==> src/rtl/century_calendar_clock.sv <==
// Second-resolution calendar clock with Gregorian leap years, day-of-week and validated load.
// Optional daily alarm enabled by defining CENTURY_ALARM_EN.
module century_calendar_clock #(
    parameter int unsigned YEAR_W     = 13,
    parameter int unsigned START_YEAR = 2000,
    parameter int unsigned END_YEAR   = 2099,
    parameter int unsigned START_WDAY = 6
) (
    input  logic              clk_1Hz,
    input  logic              rst,
    input  logic              tick_en,
    input  logic              load,
    input  logic [5:0]        ld_sec,
    input  logic [5:0]        ld_min,
    input  logic [4:0]        ld_hour,
    input  logic [4:0]        ld_day,
    input  logic [3:0]        ld_mont,
    input  logic [YEAR_W-1:0] ld_year,
    input  logic [2:0]        ld_wday,
    output logic [5:0]        sec,
    output logic [5:0]        min,
    output logic [4:0]        hour,
    output logic [4:0]        day,
    output logic [3:0]        mont,
    output logic [YEAR_W-1:0] year,
    output logic [2:0]        wday,
    output logic              load_err,
    output logic              century_wrap
`ifdef CENTURY_ALARM_EN
    ,
    input  logic              alarm_set,
    input  logic [4:0]        alarm_hour,
    input  logic [5:0]        alarm_min,
    output logic              alarm_hit
`endif
);

    function automatic logic is_leap(input logic [YEAR_W-1:0] y);
        return (y[1:0] == 2'b00) &&
               (((y % YEAR_W'(100)) != '0) || ((y % YEAR_W'(400)) == '0));
    endfunction

    function automatic logic [4:0] days_in_month(input logic [3:0] m,
                                                 input logic [YEAR_W-1:0] y);
        logic [4:0] d;
        case (m)
            4'd4, 4'd6, 4'd9, 4'd11: d = 5'd30;
            4'd2:                    d = is_leap(y) ? 5'd29 : 5'd28;
            default:                 d = 5'd31;
        endcase
        return d;
    endfunction

    logic              carry_sec, carry_min, carry_hour, carry_day, carry_mont, wrap;
    logic [5:0]        sec_t, min_t;
    logic [4:0]        hour_t, day_t;
    logic [3:0]        mont_t;
    logic [YEAR_W-1:0] year_t;
    logic [2:0]        wday_t;
    logic              ld_valid;

    always_comb begin
        carry_sec  = (sec == 6'd59);
        carry_min  = carry_sec && (min == 6'd59);
        carry_hour = carry_min && (hour == 5'd23);
        carry_day  = carry_hour && (day == days_in_month(mont, year));
        carry_mont = carry_day && (mont == 4'd12);
        wrap       = carry_mont && (year == YEAR_W'(END_YEAR));

        sec_t  = carry_sec ? 6'd0 : sec + 6'd1;
        min_t  = carry_min ? 6'd0 : (carry_sec ? min + 6'd1 : min);
        hour_t = carry_hour ? 5'd0 : (carry_min ? hour + 5'd1 : hour);
        day_t  = carry_day ? 5'd1 : (carry_hour ? day + 5'd1 : day);
        mont_t = carry_mont ? 4'd1 : (carry_day ? mont + 4'd1 : mont);
        year_t = wrap ? YEAR_W'(START_YEAR) : (carry_mont ? year + YEAR_W'(1) : year);
        wday_t = carry_hour ? ((wday == 3'd6) ? 3'd0 : wday + 3'd1) : wday;

        ld_valid = (ld_sec <= 6'd59) && (ld_min <= 6'd59) && (ld_hour <= 5'd23) &&
                   (ld_mont >= 4'd1) && (ld_mont <= 4'd12) &&
                   (ld_year >= YEAR_W'(START_YEAR)) && (ld_year <= YEAR_W'(END_YEAR)) &&
                   (ld_day >= 5'd1) && (ld_day <= days_in_month(ld_mont, ld_year)) &&
                   (ld_wday <= 3'd6);
    end

    always_ff @(posedge clk_1Hz) begin
        if (rst) begin
            sec          <= '0;
            min          <= '0;
            hour         <= '0;
            day          <= 5'd1;
            mont         <= 4'd1;
            year         <= YEAR_W'(START_YEAR);
            wday         <= 3'(START_WDAY);
            load_err     <= 1'b0;
            century_wrap <= 1'b0;
        end else begin
            load_err     <= 1'b0;
            century_wrap <= 1'b0;
            // A load, accepted or rejected, always swallows a coincident tick.
            if (load) begin
                if (ld_valid) begin
                    sec  <= ld_sec;
                    min  <= ld_min;
                    hour <= ld_hour;
                    day  <= ld_day;
                    mont <= ld_mont;
                    year <= ld_year;
                    wday <= ld_wday;
                end else begin
                    load_err <= 1'b1;
                end
            end else if (tick_en) begin
                sec          <= sec_t;
                min          <= min_t;
                hour         <= hour_t;
                day          <= day_t;
                mont         <= mont_t;
                year         <= year_t;
                wday         <= wday_t;
                century_wrap <= wrap;
            end
        end
    end

`ifdef CENTURY_ALARM_EN
    logic       alarm_armed;
    logic [4:0] alarm_hour_r;
    logic [5:0] alarm_min_r;

    always_ff @(posedge clk_1Hz) begin
        if (rst) begin
            alarm_armed  <= 1'b0;
            alarm_hour_r <= '0;
            alarm_min_r  <= '0;
            alarm_hit    <= 1'b0;
        end else begin
            alarm_hit <= alarm_armed && tick_en && !load && carry_sec &&
                         (min_t == alarm_min_r) && (hour_t == alarm_hour_r);
            if (alarm_set) begin
                if ((alarm_hour <= 5'd23) && (alarm_min <= 6'd59)) begin
                    alarm_hour_r <= alarm_hour;
                    alarm_min_r  <= alarm_min;
                    alarm_armed  <= 1'b1;
                end else begin
                    alarm_armed <= 1'b0;
                end
            end
        end
    end
`endif

endmodule

==> config.mk <==
export PLATFORM = sky130hd
export DESIGN_NAME = century_calendar_clock
export DESIGN_NICKNAME = d
export VERILOG_FILES = /design/src/rtl/century_calendar_clock.sv
export SDC_FILE = /design/constraint.sdc
export NUM_CORES = 1
export LEC_CHECK = 0
export CAP_MARGIN = 20
export CELL_PAD_IN_SITES_DETAIL_PLACEMENT = 1
export CELL_PAD_IN_SITES_GLOBAL_PLACEMENT = 2
export CORE_ASPECT_RATIO = 1.1
export CORE_MARGIN = 1
export CORE_UTILIZATION = 33
export DETAILED_ROUTE_END_ITERATION = 10
export MAX_ROUTING_LAYER = met4
export PLACE_DENSITY = 0.89
export SYNTH_ARGS = -nofsm -noshare
export SYNTH_HDL_FRONTEND = slang
export SYNTH_SLANG_ARGS = --single-unit
==> constraint.sdc <==
create_clock -name clk_1Hz -period 23.9 [get_ports clk_1Hz]
set_input_delay 7.17 -clock clk_1Hz [delete_from_list [all_inputs] [get_ports clk_1Hz]]
set_output_delay 7.17 -clock clk_1Hz [all_outputs]
set_load 0.03 [all_outputs]
==> flow_metrics.tcl, run 1 <==
set metrics [dict create \
    status "finished, final reports clean" \
    grt_first_pass_wirelength_um 31810 \
    synth_top_area_share_pct 15.62 \
    timing.critical_path.mode_cell "sky130_fd_sc_hd__a21oi_1" \
    routed_via_density 6.140 \
    slowest_stage "sky130_fd_sc_hd__clkdlybuf4s50_1" \
    yosysSeqAreaShare_pct 15.62 \
    data_required_time_of_the_critical_path_ns 24.12 \
    cts-buffers-inserted 5 \
    initialDrtViolationCount 427 \
    yosysUniqueCellTypes 92 \
    use_met2_pct 36.35 \
    critical_path.max_stage_delay_ns 0.97 \
    maxSlewViolCount 0 \
    deepest_clock_path_buffer_count 2 \
    postSynthNetCount 862 \
    clock_edge_transition_at_the_registers_on_the_reported_setup_and_hold_paths_ns 0.07 \
    number_of_buffers_added_for_setup_after_cts 0 \
    largest_net_degree_at_the_start_of_global_routing 75 \
    setup-violations-final 0 \
    holdCritPathClass "reg2reg" \
    finalWorstPathRequiredPeriod_ns 14.98 \
    cell_area_after_placement_um2 6569 \
    number_of_i_o_port_buffers 89 \
    rsz_0062_raised_after_global_routing "false" \
    detailedPlacementHpwl_um 14450 \
    worst-path-max-fanout 25 \
    worstMarginPinSlew_ns 0.9109 \
    tritoncts "done" \
    post_synthesis_cell_area_um2 5639 \
    drv_cap 0 \
    layout.nets 904 \
    powerDensity_nw_per_um2 41.48 \
    ctsResizeCount 0 \
    crit_path_start_kind "input port" \
    first_global_vias 6144 \
    signal_arrival_time_at_the_worst_endpoint_ns 15.20 \
    ys.flop_type "sky130_fd_sc_hd__dfxtp_1" \
    timing.max_slew.rel_slack_pct 37.54 \
    leakage_power_nw 2.307 \
    hold_violations 0 \
    drc_errors 0 \
    timing.setup.tns_ns 0 \
    floorplan.initialDensity_pct 34.07 \
    final_worst_clock_skew_ns 0.008302 \
    cell_type_contributing_the_most_total_cell_area_after_synthesis "sky130_fd_sc_hd__dfxtp_1" \
    fin_cells 1050 \
    dp.cells 1043 \
    endpoint_kind "flop" \
    core_region_area_um2 16550 \
    fp.dieW_um 126.6 \
    ctsHoldBuffers 0 \
    n_antenna_cell 0 \
    worstSkewPairLatency_ns 0.29 \
    synth_warnings 0 \
    achievable-frequency_mhz 66.74 \
    layout.cells.most_common_list "87 x sky130_fd_sc_hd__clkdlybuf4s50_1, 80 x sky130_fd_sc_hd__nor2_1, 58 x sky130_fd_sc_hd__a21oi_1, 53 x sky130_fd_sc_hd__o21ai_0, 47 x sky130_fd_sc_hd__nand2_1" \
    fillCellCount 2085 \
    area_delta_synth_final_pct 18.93 \
    post_route_cells_drive_above_1_share_pct 7.210 \
    ant_nets 0 \
    final_core_utilization_pct 40.51 \
    syn-mean-instance-area_um2 7.014 \
    cts_sinks 44 \
    pin_count 90 \
    met1_usage_pct 29.60 \
    period_share_pct 62.69 \
    vias 6447 \
    max-vdd-ir-drop_uv 24.19 \
    final_cell_area_um2 6706 \
    gpl.final_weighted_congestion 0.8406 \
    layout_commonest_cell "sky130_fd_sc_hd__clkdlybuf4s50_1" \
    clk_root_buffer_cell "sky130_fd_sc_hd__clkbuf_16" \
    grtUsageMet3_pct 2.662 \
    grt_overflow 0 \
    design.die.area_um2 17620 \
    synthTopCellsByArea "sky130_fd_sc_hd__dfxtp_1 16%, sky130_fd_sc_hd__nor2_1 5.3%, sky130_fd_sc_hd__a21oi_1 5.1%" \
    postSynth.asyncResetShare_pct 0 \
    synth_edf_count 0 \
    gr-usage-all-layers_pct 22.40 \
    chip_height_um 139.1 \
    worst_hold_slack_ns 0.5458 \
    rows 49 \
    critPathKind "in2reg" \
    drtPass1Iterations 5 \
    globalRoute.busiestLayer "met2" \
    drt-total-wl_um 19380 \
    synth_seq_cells 44 \
    antenna_found_initial 0 \
    h-tree-depth 2 \
    syn-instance-count 804 \
    detailed_route_wire_length_per_cell_um 18.45 \
]
==> sequential cells by signal, summed over array words and instances (netlist names) <==
register,count
century_wrap,1
wday,3
min,6
year,13
hour,5
mont,4
load_err,1
sec,6
day,5
==> layout make-up <==
| type | count | area (um2) | area share, % |
|---|---|---|---|
| clock buffers | 5 | 125.1 | 1.866 |
| clock inverters | 2 | 12.51 | 0.1866 |
| inverters | 29 | 108.9 | 1.623 |
| multi-input cells | 670 | 4390 | 65.47 |
| flip-flops and latches | 44 | 880.8 | 13.13 |
| well taps | 204 | 255.2 | 3.806 |
| repair buffers | 96 | 933.4 | 13.92 |
==> worst max-delay path, delay by kind of cell <==
kind            cells  cell delay, ns
compound gates     14            3.43
fa+ha+maj           1            0.27
simple gates        9            2.54
buf+inv             3            1.36
mux                 3            0.41
==> layer usage <==
metal | up-vias | part of all wire, % | wire length (um)
li1 | 3179 | - | -
met1 | 3135 | 48 | 9379
met2 | 116 | 47 | 9113
met3 | 17 | 3.2 | 617
met4 | 0 | 1.4 | 266
met5 | - | 0 | 0
==> cell families after synthesis <==
logic type	count (synthesis)	share of synthesized area (%)
xor gates and xnor gates	13	2.019
DFF	44	15.62
adders and majority gates	13	2.840
AOI/OAI and AO/OA	316	40.80
muxes	18	3.439
buffers and inverters	90	6.590
and+or+nand+nor	310	28.69
==> worst paths after layout <==
check / slack [ns] / to / cells after the start / startpoint
max: 8.92 / year[12] / 30 / ld_year[12]
min: 0.55 / day[4] / 2 / day[4]
min reg2reg: 0.55 / day[4] / 2 / day[4]
max reg2reg: 17.86 / day[0] / 16 / year[7]
==> cell usage after synthesis (13+ instances only) <==
cell / instances
sky130_fd_sc_hd__a221oi_1: 15
sky130_fd_sc_hd__clkbuf_1: 40
sky130_fd_sc_hd__nand3_1: 30
sky130_fd_sc_hd__nand2_1: 47
sky130_fd_sc_hd__o31ai_1: 13
sky130_fd_sc_hd__a21oi_1: 58
sky130_fd_sc_hd__o21ai_0: 53
sky130_fd_sc_hd__nor2_1: 80
sky130_fd_sc_hd__a211oi_1: 24
sky130_fd_sc_hd__nor3_1: 30
sky130_fd_sc_hd__a22oi_1: 14
sky130_fd_sc_hd__nand2b_1: 17
sky130_fd_sc_hd__dfxtp_1: 44
sky130_fd_sc_hd__nor2b_1: 15
sky130_fd_sc_hd__inv_1: 28
==> power breakdown <==
group,internal (mW),total (mW),switching (mW)
Clock,0.0380,0.0681,0.0301
Sequential,0.0766,0.0819,0.00534
Combinational,0.0524,0.128,0.0758
==> metrics by stage <==
| step | power (mW) | setup WS (ns) |
|---|---|---|
| finish | 0.2782 | 8.917 |
| global route | 0.2966 | 8.054 |
| CTS | 0.2800 | 8.970 |
| detailed placement | 0.2101 | 8.668 |
| global placement | 0.2091 | 8.751 |
| floorplan | 0.1738 | 10.47 |
Power figures use the tool's default switching activity.
==> inputs of run 2 (changes only) <==
--- a/config.mk
+++ b/config.mk
@@ -10,10 +10,10 @@
 export CELL_PAD_IN_SITES_GLOBAL_PLACEMENT = 2
 export CORE_ASPECT_RATIO = 1.1
 export CORE_MARGIN = 1
-export CORE_UTILIZATION = 33
+export CORE_UTILIZATION = 31
 export DETAILED_ROUTE_END_ITERATION = 10
 export MAX_ROUTING_LAYER = met4
-export PLACE_DENSITY = 0.89
+export PLACE_DENSITY = 0.84
 export SYNTH_ARGS = -nofsm -noshare
 export SYNTH_HDL_FRONTEND = slang
 export SYNTH_SLANG_ARGS = --single-unit
==> constraint.sdc (replaced) <==
create_clock -name clk_1Hz -period 15.2 [get_ports clk_1Hz]
set_input_delay 4.56 -clock clk_1Hz [delete_from_list [all_inputs] [get_ports clk_1Hz]]
set_output_delay 4.56 -clock clk_1Hz [all_outputs]
set_load 0.03 [all_outputs]
==> run 2 against run 1 <==
  * Sequential cell count did not move
  * Hold slack got worse by 0.020 ns
  * Register-to-register slack got worse by 8.2 ns
  * Worst setup slack got worse by 6.0 ns
  * Via count rose by 0.96%
  * Clock-buffer cell count did not move
  * Cell count rose by 3.6%
  * Total power rose by 65%
  * Largest power group unchanged
==> flow_metrics.tcl, run 2 (same netlist as run 1, synthesis figures left out) <==
set metrics [dict create \
    crit_path_start_kind "input port" \
    n_antenna_cell 0 \
    setup-violations-final 0 \
    max_flop_register "year" \
    leakage_power_nw 2.336 \
    cts-buffers-inserted 5 \
    timing.max_slew.rel_slack_pct 39.30 \
    area_delta_synth_final_pct 20.77 \
    finalWorstPathRequiredPeriod_ns 12.30 \
    vias 6509 \
    clk_root_buffer_cell "sky130_fd_sc_hd__clkbuf_16" \
    gpl.final_weighted_congestion 0.8509 \
    tritoncts "done" \
    worstMarginPinSlew_ns 0.8851 \
    largest_reg_flops 13 \
    ctsResizeCount 0 \
    critPathKind "in2reg" \
    core_region_area_um2 17740 \
    rsz_0062_raised_after_global_routing "false" \
    floorplan.initialDensity_pct 31.79 \
    drtPass1Iterations 4 \
    h-tree-depth 2 \
    deepest_clock_path_buffer_count 2 \
    endpoint_kind "flop" \
    detailed_route_wire_length_per_cell_um 17.90 \
    drv_cap 0 \
    drc_errors 0 \
    initialDrtViolationCount 256 \
    layout.cells.most_common_list "88 x sky130_fd_sc_hd__clkdlybuf4s50_1, 80 x sky130_fd_sc_hd__nor2_1, 58 x sky130_fd_sc_hd__a21oi_1, 53 x sky130_fd_sc_hd__o21ai_0, 47 x sky130_fd_sc_hd__nand2_1" \
    rows 51 \
    post_route_cells_drive_above_1_share_pct 7.529 \
    status "finished, final reports clean" \
    signal_arrival_time_at_the_worst_endpoint_ns 12.47 \
    maxSlewViolCount 0 \
    final_worst_clock_skew_ns 0.008024 \
    critical_path.max_stage_delay_ns 0.90 \
    cell_area_after_placement_um2 6639 \
    routed_via_density 5.983 \
    timing.critical_path.mode_cell "sky130_fd_sc_hd__o21ai_0" \
    detailedPlacementHpwl_um 14650 \
    hold_violations 0 \
    ctsHoldBuffers 0 \
    gr-usage-all-layers_pct 21.87 \
    number_of_buffers_added_for_setup_after_cts 0 \
    holdCritPathClass "reg2reg" \
    clock_edge_transition_at_the_registers_on_the_reported_setup_and_hold_paths_ns 0.07 \
    powerDensity_nw_per_um2 67.41 \
    worstSkewPairLatency_ns 0.30 \
    antenna_found_initial 0 \
    chip_height_um 143.5 \
    grt_first_pass_wirelength_um 32310 \
    timing.setup.tns_ns 0 \
    first_global_vias 6277 \
    data_required_time_of_the_critical_path_ns 15.36 \
    fp.dieW_um 130.6 \
    layout_commonest_cell "sky130_fd_sc_hd__clkdlybuf4s50_1" \
    layout_top_registers "year x13, min x6, sec x6" \
    achievable-frequency_mhz 81.28 \
    slowest_stage "sky130_fd_sc_hd__clkdlybuf4s50_1" \
    drt-total-wl_um 19480 \
    largest_net_degree_at_the_start_of_global_routing 75 \
    ant_nets 0 \
    layout.nets 907 \
    grt_overflow 0 \
    number_of_i_o_port_buffers 89 \
    worst-path-max-fanout 23 \
    cts_sinks 44 \
    max-vdd-ir-drop_uv 39.88 \
    final_cell_area_um2 6810 \
    pin_count 90 \
    period_share_pct 80.95 \
    design.die.area_um2 18730 \
]
## run 2: changes by cell type in the layout (fill, tap and decap cells not counted), sizes merged
cell	previous run	this run
clkdlybuf4s50	87	88
bufinv	0	1
clkinv	2	1
inv	28	29
buf	9	11
## run 2: report_power, final
group	switching [mW]	internal (mW)
registers	0.00783	0.120
clock network	0.0513	0.0782
logic	0.119	0.0828
## run 2: area by class of cell
class | instances | area, um2
fill | 2299 | 10930
multi-input combinational | 670 | 4390
timing repair buffer | 99 | 960.9
sequential | 44 | 880.8
tap | 238 | 297.8
clock buffer | 5 | 125.1
inverter | 29 | 108.9
clock inverter | 3 | 46.29
## run 2: worst paths after layout
| path | startpoint | to | slack, ns | cells after the start |
|---|---|---|---|---|
| min | day[4] | day[4] | 0.53 | 2 |
| max reg2reg | year[10] | day[0] | 9.62 | 17 |
| min reg2reg | day[4] | day[4] | 0.53 | 2 |
| max | ld_year[10] | min[2] | 2.90 | 29 |
## run 2: layer usage
| metal | track usage (%) | vias up | wire length [um] |
|---|---|---|---|
| met2 | 37.62 | 98 | 9737 |
| met3 | 2.755 | 13 | 644 |
| met5 | - | - | 0 |
| met1 | 27.40 | 3213 | 8896 |
| met4 | 3.932 | 0 | 198 |
| li1 | - | 3185 | - |
## run 2: worst max-delay path: cells and delay by family
family | cells | cell delay [ns]
AO/OA/AOI/OAI | 14 | 3.85
adder cells (fa/ha/maj) | 1 | 0.29
buffers and inverters | 3 | 1.28
multiplexers | 3 | 0.44
AND/OR/NAND/NOR | 8 | 2.02
## run 2: per-stage QoR
step	std cells	total power [mW]	hold slack (ns)	util, %	setup slack (ns)
2_1_floorplan	804	0.2732	0.6288	-	4.384
6_report	1088	0.4591	0.5258	38.39	2.896
4_1_cts	1088	0.4631	0.5335	38.39	2.987
3_5_place_dp	1080	0.3312	0.5208	37.42	2.722
5_1_grt	1088	0.4896	0.5649	38.39	2.042
3_3_place_gp	1080	0.3303	0.5241	37.42	2.931
